$ cat src/rtl/pipe_hazard_ctrl.sv
// pipe_hazard_ctrl: D-stage stall/bubble control and mult/div busy sequencing
module pipe_hazard_ctrl #(
    parameter int MUL_CYC = 5,
    parameter int DIV_CYC = 10
) (
    input  logic        CLK,
    input  logic        reset,
    input  logic [4:0]  rs_D,
    input  logic [4:0]  rt_D,
    input  logic [1:0]  rs_tuse_D,
    input  logic [1:0]  rt_tuse_D,
    input  logic [4:0]  wa_E,
    input  logic [1:0]  tnew_E,
    input  logic [4:0]  wa_M,
    input  logic [1:0]  tnew_M,
    input  logic        md_start_D,
    input  logic        md_div_D,
    input  logic        md_use_D,
    output logic        en_PC,
    output logic        en_IFID,
    output logic        flush_IDEX,
    output logic        md_start_E,
    output logic        md_busy,
    output logic [31:0] stall_cnt
);
    typedef enum logic [1:0] {IDLE, MUL, DIV} state_t;
    localparam logic [3:0] L_MUL = MUL_CYC[3:0];
    localparam logic [3:0] L_DIV = DIV_CYC[3:0];
    state_t      r_state;
    logic [3:0]  r_md_cnt;
    logic        r_md_busy;
    logic        r_md_start_E;
    logic [31:0] r_stall_cnt;
    logic        w_hz_rs_E, w_hz_rs_M, w_hz_rt_E, w_hz_rt_M;
    logic        w_stall, w_issue;
    // a writer stalls D only if its result is not yet forwardable when D's consumer needs it
    always_comb begin
        w_hz_rs_E = (rs_tuse_D != 2'd3) && (wa_E != 5'd0) && (wa_E == rs_D) && (tnew_E > rs_tuse_D);
        w_hz_rs_M = (rs_tuse_D != 2'd3) && (wa_M != 5'd0) && (wa_M == rs_D) && (tnew_M > rs_tuse_D);
        w_hz_rt_E = (rt_tuse_D != 2'd3) && (wa_E != 5'd0) && (wa_E == rt_D) && (tnew_E > rt_tuse_D);
        w_hz_rt_M = (rt_tuse_D != 2'd3) && (wa_M != 5'd0) && (wa_M == rt_D) && (tnew_M > rt_tuse_D);
        w_stall   = w_hz_rs_E || w_hz_rs_M || w_hz_rt_E || w_hz_rt_M
                    || ((md_use_D || md_start_D) && r_md_busy);
        w_issue   = md_start_D && !w_stall;
    end
    always_ff @(posedge CLK or negedge reset) begin
        if (!reset) begin
            r_state      <= IDLE;
            r_md_cnt     <= 4'd0;
            r_md_busy    <= 1'b0;
            r_md_start_E <= 1'b0;
            r_stall_cnt  <= 32'd0;
        end else begin
            r_md_start_E <= w_issue;
            if (w_stall && r_stall_cnt != 32'hFFFF_FFFF)
                r_stall_cnt <= r_stall_cnt + 32'd1;
            if (r_state == IDLE) begin
                if (w_issue) begin
                    r_state   <= md_div_D ? DIV : MUL;
                    r_md_cnt  <= md_div_D ? L_DIV : L_MUL;
                    r_md_busy <= 1'b1;
                end
            end else if (r_md_cnt == 4'd1) begin
                r_state   <= IDLE;
                r_md_cnt  <= 4'd0;
                r_md_busy <= 1'b0;
            end else begin
                r_md_cnt <= r_md_cnt - 4'd1;
            end
        end
    end
    assign en_PC      = !w_stall;
    assign en_IFID    = !w_stall;
    assign flush_IDEX = w_stall;
    assign md_start_E = r_md_start_E;
    assign md_busy    = r_md_busy;
    assign stall_cnt  = r_stall_cnt;
endmodule

$ cat config.mk
export PLATFORM = sky130hd
export DESIGN_NAME = pipe_hazard_ctrl
export DESIGN_NICKNAME = d
export VERILOG_FILES = /design/src/rtl/pipe_hazard_ctrl.sv
export SDC_FILE = /design/constraint.sdc
export NUM_CORES = 1
export LEC_CHECK = 0
export ABC_AREA = 1
export BUFFER_PORTS_ARGS = -buffer_cell sky130_fd_sc_hd__buf_2
export CELL_PAD_IN_SITES_DETAIL_PLACEMENT = 1
export CELL_PAD_IN_SITES_GLOBAL_PLACEMENT = 1
export CORE_ASPECT_RATIO = 1.1
export CORE_MARGIN = 2
export CORE_UTILIZATION = 34
export DETAILED_ROUTE_END_ITERATION = 8
export PLACE_DENSITY = 0.81
export SETUP_SLACK_MARGIN = 0.1
export SYNTH_ARGS = -nofsm -noshare
export SYNTH_HDL_FRONTEND = slang
export SYNTH_SLANG_ARGS = --single-unit
$ cat constraint.sdc
create_clock -name CLK -period 1.7 [get_ports CLK]
set_clock_uncertainty 0.1 [all_clocks]
set_input_delay 0.085 -clock CLK [delete_from_list [all_inputs] [get_ports CLK]]
set_output_delay 0.085 -clock CLK [all_outputs]
set_load 0.05 [all_outputs]
* After elaboration in Yosys (flattened, before gate mapping)
Cells that the tools add are included.
** Cells by class
- $add $sub $neg :: 2
- $lt $le $gt $ge :: 4
- Equal/unequal tests :: 9
- Multiplexer cells :: 11
- Reductions and logical operators :: 26
** Operators by type and width (number)
- 32-bit by 1-bit adder with 32-bit output (second input constant) :: 1
- 32-bit inequality test (second input constant) :: 1
- 5-bit equality test :: 4
- 4-bit two-way mux :: 4
- 1-bit logical AND :: 15
- 5-bit nonzero test :: 2
- 2-bit > comparator :: 4
- 2-bit two-way mux :: 4
- 2-bit inequality test (second input constant) :: 3
- 1-bit logical OR :: 5
- 4-bit by 1-bit equality test with 1-bit output (second input constant) :: 1
- 4-bit by 1-bit subtractor with 4-bit output (second input constant) :: 1
- 1-bit two-way mux :: 3
- 2-bit zero test :: 1
- 2-bit AND reduction :: 1
- 2-bit nonzero test :: 1
- 1-bit zero test :: 1
** Storage, ports and cells
- Flip-flop bits (word level) :: 40
- Input bits :: 33
- Output and inout port bits :: 37
- Word-level logic and storage cells :: 57

* Logic depth before layout (Yosys ltp)
Gate-level depths: netlist (run 1).
- Depth in word-level cells :: 12
- Mapped depth :: 15
- Gate-level depth less buffers :: 14

* Least setup slack after synthesis (run 1)
OpenSTA, ideal clock, no wires.
- Kind :: reg-to-reg
- Start :: register r_stall_cnt[1], in the netlist stall_cnt[1]
- End :: register r_stall_cnt[27], in the netlist stall_cnt[27]
- Arrival time :: 2.071 ns
- Required time :: 1.480 ns
- Path slack :: -0.591 ns
- Stages on the path, launching flop included :: 12
- Path through :: dfrtp_1 ha_1 nand3_2 nor2_4 nand2_1 nor2_2 nand3_2 nor2_4 nand2_4 buf_2 nand3_1 nand2_1
** On the way
- Word-level cells in the longest chain between the ends :: 2
- Elaborated cells between the ends (all ways) :: 3
- Classes of those cells :: 1 x add/sub; 1 x eq/ne; 1 x reduce/logical
** Ends and longest elaborated chain
- start: declaration :: line 33 : logic [31:0] r_stall_cnt;
- start signal: assignment :: line 56 : r_stall_cnt <= r_stall_cnt + 32'd1;
- branches (longest 2 deep; another with 32-bit by 1-bit adder with 32-bit output)
Parallel ways; which one is timed is not known.
A chain may end at the register's enable or synchronous reset.

* Worst setup path in the final report (run 1)
- Start :: register r_stall_cnt[4], in the netlist stall_cnt[4]
- End :: register r_stall_cnt[20], in the netlist stall_cnt[20]
Same word-level chain as after synthesis.

==> flow_summary.yaml, run 1 <==
status:
  status: "complete, but fails checks"
  violations: "negative setup slack"
worst_setup_path:
  cp_max_fo: 3
  crit_top_cell: "nand2_1"
  ff2ff_setup_slack_ns: -0.24
  worstPathRequired_ns: 1.83
  crit_arrival_ns: 2.07
  r2r_cells: 8
  crit_path_start: "stall_cnt[4]$_DFFE_PN0P_"
  rr_startpoint: "stall_cnt[4]$_DFFE_PN0P_"
  slowest_stage: "dfrtp_2"
  slowest_delay_ns: 0.40
  worst-path-buf-inv: 1
  critical_path_class: "reg -> reg"
  path_delay_family: "simple AND/OR/NAND/NOR gates"
  timing.rr.end: "stall_cnt[20]$_DFFE_PN0P_"
  path_depth: 8
  crit_chain: "nand2_1, nor3_1, nand2_1, nor3_1, buf_4, xor2_1, nand3_1, nand2_1"
  cp-end-kind: "register"
  crit_path_start_kind: "register"
final_layout:
  fillers: 1243
  syn_to_final_growth_pct: 45.19
  final_layout_size_suffix_gt1_frac: 0.3503
  diodes: 0
  fin_nets: 691
  utilization: 0.5086
power_and_ir_drop:
  p_switching_uw: 2022
  p_int_uw: 2267
  pwr-share-comb: 0.546
  p_clk_frac: 0.157
  powerDensity_mw_per_mm2: 897.5
  ir_worst_vdd_mv: 0.8627
  leakage_uw: 0.002488
  seq_power_share: 0.297
  sw_frac_of_total: 0.4714
  p_total_uw: 4289
timing:
  min_period_over_period: 1.142
  worst_pin_slew_ns: 0.6029
  maxSlewHeadroom: 0.5981
  setup_viol_count_final: 33
  hold_viol: 0
  max_clock_freq_ghz: 0.5151
  min_period_ns: 1.941
  finalWorstSetupSlack_ns: -0.2414
  slew_viol_final: 0
  rsz0062_at_grt: "true"
die:
  pin_count: 70
  row_count: 37
  dieArea_mm2: 0.01049
  fp.coreArea_mm2: 0.009398
  start_util: 0.3503
  dieHeight_um: 107.2
  dieWidth_um: 97.82
synth:
  synth_compound_area_frac: 0.03155
  syn_inst: 505
  syn_area_mm2: 0.003292
  ys_seq_area_frac: 0.3041
  synthSimpleGateAreaFrac: 0.4227
  yosys_register_bits: 40
  syn_avg_cell_area_um2: 6.519
  muxShareOfSynthArea: 0
  synth_xor_area_frac: 0.1011
  yosys_warnings: 0
  ys_types: 29
  synth_top_family_by_area: "simple AND/OR/NAND/NOR gates"
  synth.net_count: 549
  synth_adder_area_share: 0.04181
placed_design:
  post-place-ws_ns: -0.3293
  dp_hpwl_um: 8838
  port_buffers: 69
  gp_congestion: 0.9329
clock_network:
  h-tree-depth: 2
  cts_tree: "yes"
  numCtsBuffers: 5
  cts_root_buf: "clkbuf_8"
  cts.reportedPaths.clkPinSlew_ns: 0.10
  cts_num_sinks: 40
  cts.path.max_buffers: 2
  worstSkewPairLatency_ns: 0.31
worst_hold_path:
  min_to: "r_md_cnt[1]$_DFFE_PN0P_"
  hp-class: "in -> reg"
  whs_path_depth: 4
  worstHoldStart: "md_start_D"
route:
  vias_per_cell: 5.068
  drt_iter0_markers: 138
  num_vias: 3877
  drt_first_pass_iters: 4
  wl_per_cell_um: 16.45
  ant_nets: 0
  drt-total-wl_um: 12580
  drc: 0
global_route:
  grt_max_degree: 37
  overflow: 0
  grt.total_usage: 0.2227
  antenna_found_initial: 0
  grt_pass1_wl_um: 19160
  grt_pass1_vias: 3971
flow_run:
  max_cap_viol_count: 0
synthesized netlist by cell type, drive strengths merged:
cell type / instances / share of area
o2bb2ai: 1 / 0.0027
inv: 67 / 0.076
o21bai: 2 / 0.0046
nand4: 13 / 0.025
nor2: 59 / 0.073
buf: 8 / 0.020
and2: 1 / 0.0019
ha: 11 / 0.042
xnor2: 16 / 0.043
nor3: 17 / 0.027
nand3: 51 / 0.081
xor2: 22 / 0.059
a21oi: 3 / 0.0046
nor4: 2 / 0.0057
o21ai: 13 / 0.020
clkbuf: 2 / 0.0023
nand2: 177 / 0.21
dfrtp: 40 / 0.30
power by group through the flow:
| stage | logic, uW | registers (uW) | clock network, uW |
|---|---|---|---|
| finish | 2340 | 1270 | 672 |
| global route | 2550 | 1290 | 724 |
| CTS | 2090 | 1260 | 680 |
| detailed placement | 1980 | 1270 | 0 |
| global placement | 1890 | 1260 | 0 |
| floorplan | 1070 | 1570 | 0 |
how the worst max path moves through the flow:
stage	to	slack [ns]
floorplan	stall_cnt[29]$_DFFE_PN0P_	-0.32
global placement	flush_IDEX	-0.19
detailed placement	stall_cnt[20]$_DFFE_PN0P_	-0.33
CTS	stall_cnt[0]$_DFFE_PN0P_	-0.15
global route	stall_cnt[1]$_DFFE_PN0P_	-0.33
finish	stall_cnt[20]$_DFFE_PN0P_	-0.24
state kept, by name, indices dropped and copies added, names as in the netlist:
signal      flops
stall_cnt      32
r_md_cnt        4
r_state         2
md_busy         1
md_start_E      1
metal layers:
metal,track usage,part of all wire,vias to the layer above
met5,0,0,-
met4,0.05060,0.027,0
met3,0.02673,0.033,30
met2,0.4198,0.53,103
met1,0.2693,0.41,1880
li1,-,-,1864
cells in the final DEF, fill, tap and decap left out, types with 3 or more instances in the layout:
cell,n
nand4_1,13
inv_1,57
nor2_4,5
dfrtp_1,31
inv_2,8
nand3_2,15
buf_8,3
nand2_2,12
buf_4,66
o21ai_0,6
xor2_1,22
buf_2,63
xnor2_1,16
o21ai_1,4
nor3_1,13
nand2_1,162
dfrtp_2,9
clkbuf_8,5
nor2_2,5
ha_1,4
ha_4,7
nor2_1,49
nor3_2,3
buf_6,9
nand3_1,34
tightest hold or removal path, stage by stage:
cell     delay [ns]
buf_2          0.15
nand2_2        0.11
nand3_1        0.09
nand2_1        0.05
what timing repair did:
action / in CTS / in global routing
pin swaps: 10 / 29
endpoints found under the hold margin: 22 / 0
gates resized for setup: 24 / 57
setup endpoints to repair: 36 / 42
gates cloned: 0 / 1
buffers inserted: 3 / 9
hold buffers: 2 / 0
stage by stage:
| step | hold WS (ns) | setup TNS (ns) | instance area, um^2 | instances |
|---|---|---|---|---|
| floorplan | -0.3106 | -9.718 | 3371 | 505 |
| global placement | 0.0001441 | -5.741 | 4258 | 744 |
| detailed placement | 0.02645 | -10.63 | 4258 | 744 |
| CTS | 0.07876 | -3.499 | 4477 | 756 |
| global route | 0.1430 | -9.058 | 4780 | 765 |
| finish | 0.1051 | -5.308 | 4780 | 765 |
cell families after synthesis:
group / after synthesis
buffers and inverters: 77
adder cells (fa/ha/maj): 11
XOR/XNOR: 38
AO/OA/AOI/OAI: 19
flip-flops: 40
AND/OR/NAND/NOR: 320
cell type report:
type	count	area [um^2]	area share
multi-input cells	389	2282	0.4775
flip-flops and latches	40	1012	0.2118
repair buffers	144	997.2	0.2086
inverters	67	256.5	0.05366
well taps	117	146.4	0.03063
clock buffers	6	72.57	0.01518
clock inverters	2	12.51	0.002618
Note: power is estimated with default switching activity, not from simulation.
==> run 2: changes to the inputs <==
==> constraint.sdc (replaced) <==
create_clock -name CLK -period 1.7 [get_ports CLK]
set_clock_uncertainty 0.1 [all_clocks]
set_input_delay 0.34 -clock CLK [delete_from_list [all_inputs] [get_ports CLK]]
set_output_delay 0.34 -clock CLK [all_outputs]
set_load 0.05 [all_outputs]
==> flow_summary.yaml, run 2 (synthesis results as in run 1) <==
timing:
  fin_tns_setup_ns: -13.33
  max_clock_freq_ghz: 0.4648
  min_period_ns: 2.152
  worst_pin_slew_ns: 0.4721
  hold_viol: 0
  min_period_over_period: 1.266
  rsz0062_at_grt: "true"
  maxSlewHeadroom: 0.6829
  finalWorstSetupSlack_ns: -0.4517
  slew_viol_final: 0
  setup_viol_count_final: 42
clock_network:
  h-tree-depth: 2
  worstSkewPairLatency_ns: 0.31
  numCtsBuffers: 5
  cts_tree: "yes"
  cts_num_sinks: 40
  cts_root_buf: "clkbuf_8"
  cts.reportedPaths.clkPinSlew_ns: 0.08
  cts.path.max_buffers: 2
final_layout:
  register_area_mm2: 0.001011
  final_common_cell: "nand2_1"
  syn_to_final_growth_pct: 66.51
  largest_register_ffs: 32
  final_cell_mix: "131 x nand2_1, 74 x buf_4, 56 x inv_1"
  diodes: 0
  final_layout_size_suffix_gt1_frac: 0.4294
  fin_nets: 716
  fillers: 1144
  multi_input_area_mm2: 0.002574
  final_cells: 790
flow_run:
  max_cap_viol_count: 0
worst_setup_path:
  crit_arrival_ns: 1.71
  critical_path_class: "in -> out"
  path_delay_family: "simple AND/OR/NAND/NOR gates"
  worstPathRequired_ns: 1.26
  worst-path-buf-inv: 4
  cp-end-kind: "output pin"
  crit_chain: "buf_8, inv_8, ha_4, nand2_2, inv_2, nor2_2, nand2_1, nor2_1, nand3_1, nand2_1, nand2_2, nand2_4, buf_12"
  slowest_delay_ns: 0.19
  slowest_stage: "ha_4"
  cp_max_fo: 2
  crit_path_start_kind: "input port"
route:
  drt-total-wl_um: 15570
  drc: 0
  wl_per_cell_um: 19.71
  wl_met1_um: 5738
  vias_per_cell: 5.368
  drt_iter0_markers: 180
  num_vias: 4241
  drt_first_pass_iters: 4
  wl_met2_um: 8391
  ant_nets: 0
  met3_length_um: 592
  top_layer: "met4"
global_route:
  overflow: 0
  grt.total_usage: 0.2640
  grt_max_degree: 27
  antenna_found_initial: 0
  grt_pass1_vias: 4441
  grt_pass1_wl_um: 21920
power_and_ir_drop:
  leakage_uw: 0.002796
  powerDensity_mw_per_mm2: 966.3
  ir_worst_vdd_mv: 0.6908
placed_design:
  dp_hpwl_um: 9303
  gp_congestion: 0.8995
  port_buffers: 69
  dp.cells: 758
die:
  dieWidth_um: 97.82
  fp.coreArea_mm2: 0.009398
  dieHeight_um: 107.2
  pin_count: 70
  dieArea_mm2: 0.01049
  start_util: 0.3503
  row_count: 37
status:
  violations: "negative setup slack"
  status: "complete, but fails checks"
worst_hold_path:
  hp-class: "in -> reg"
-- run 2: worst reg2reg max path: cells and delay by family (launching register included) --
kind / cells / cell delay (ns)
xor+xnor: 1 / 0.24
buf+inv: 1 / 0.16
flops: 1 / 0.39
simple gates: 6 / 1.11
-- run 2: area by class of cell --
class | count | area share
repair buffers | 163 | 0.2451
multi-input cells | 395 | 0.4695
inverters | 67 | 0.05204
clock inverters | 2 | 0.007076
well taps | 117 | 0.02671
clock buffers | 6 | 0.01507
flip-flops and latches | 40 | 0.1844
-- run 2: through the flow --
stage               worst slack [ns]  utilization  total power (uW)  hold slack, ns  cell area [um^2]
global placement             -0.5165       0.4744              3269          0.1899              4458
global route                 -0.5136       0.5833              5548          0.2074              5482
CTS                          -0.3100       0.5383              4801          0.2149              5059
detailed placement           -0.6035       0.4744              3370          0.1912              4458
finish                       -0.4517       0.5833              5297          0.1946              5482
floorplan                    -0.3165            -              2674        -0.05559              3462
-- run 2: final timing paths --
kind / startpoint / end / slack (ns) / cells after the start
setup reg to reg: stall_cnt[1]$_DFFE_PN0P_ / stall_cnt[23]$_DFFE_PN0P_ / -0.35 / 8
hold / removal: md_div_D / r_state[1]$_DFFE_PN0P_ / 0.19 / 3
setup / recovery: rs_tuse_D[1] / flush_IDEX / -0.45 / 13
max in group asynchronous: reset / stall_cnt[9]$_DFFE_PN0P_ / 0.61 / 3
min in group asynchronous: reset / stall_cnt[16]$_DFFE_PN0P_ / 0.38 / 2
hold reg to reg: r_md_cnt[1]$_DFFE_PN0P_ / r_md_cnt[1]$_DFFE_PN0P_ / 0.41 / 2
-- run 2: report_power, final --
part           switching, uW  internal (uW)  total [uW]
combinational           1870           1300        3170
sequential               132           1120        1250
clock                    398            481         879
total                   2400           2900        5300
-- run 2: timing repair --
action	4_1_cts	5_1_grt
endpoints found under the hold margin	14	0
buffers inserted	9	11
endpoints found under the setup margin	42	46
gates cloned	8	1
hold buffers	1	0
resized for setup	65	94
pin swaps	25	36
-- run 2: routing by layer --
metal / track usage / vias to the layer above
li1: - / 1929
met1: 0.2820 / 2103
met2: 0.5098 / 144
met3: 0.03129 / 65
met4: 0.1270 / 0
met5: 0 / -
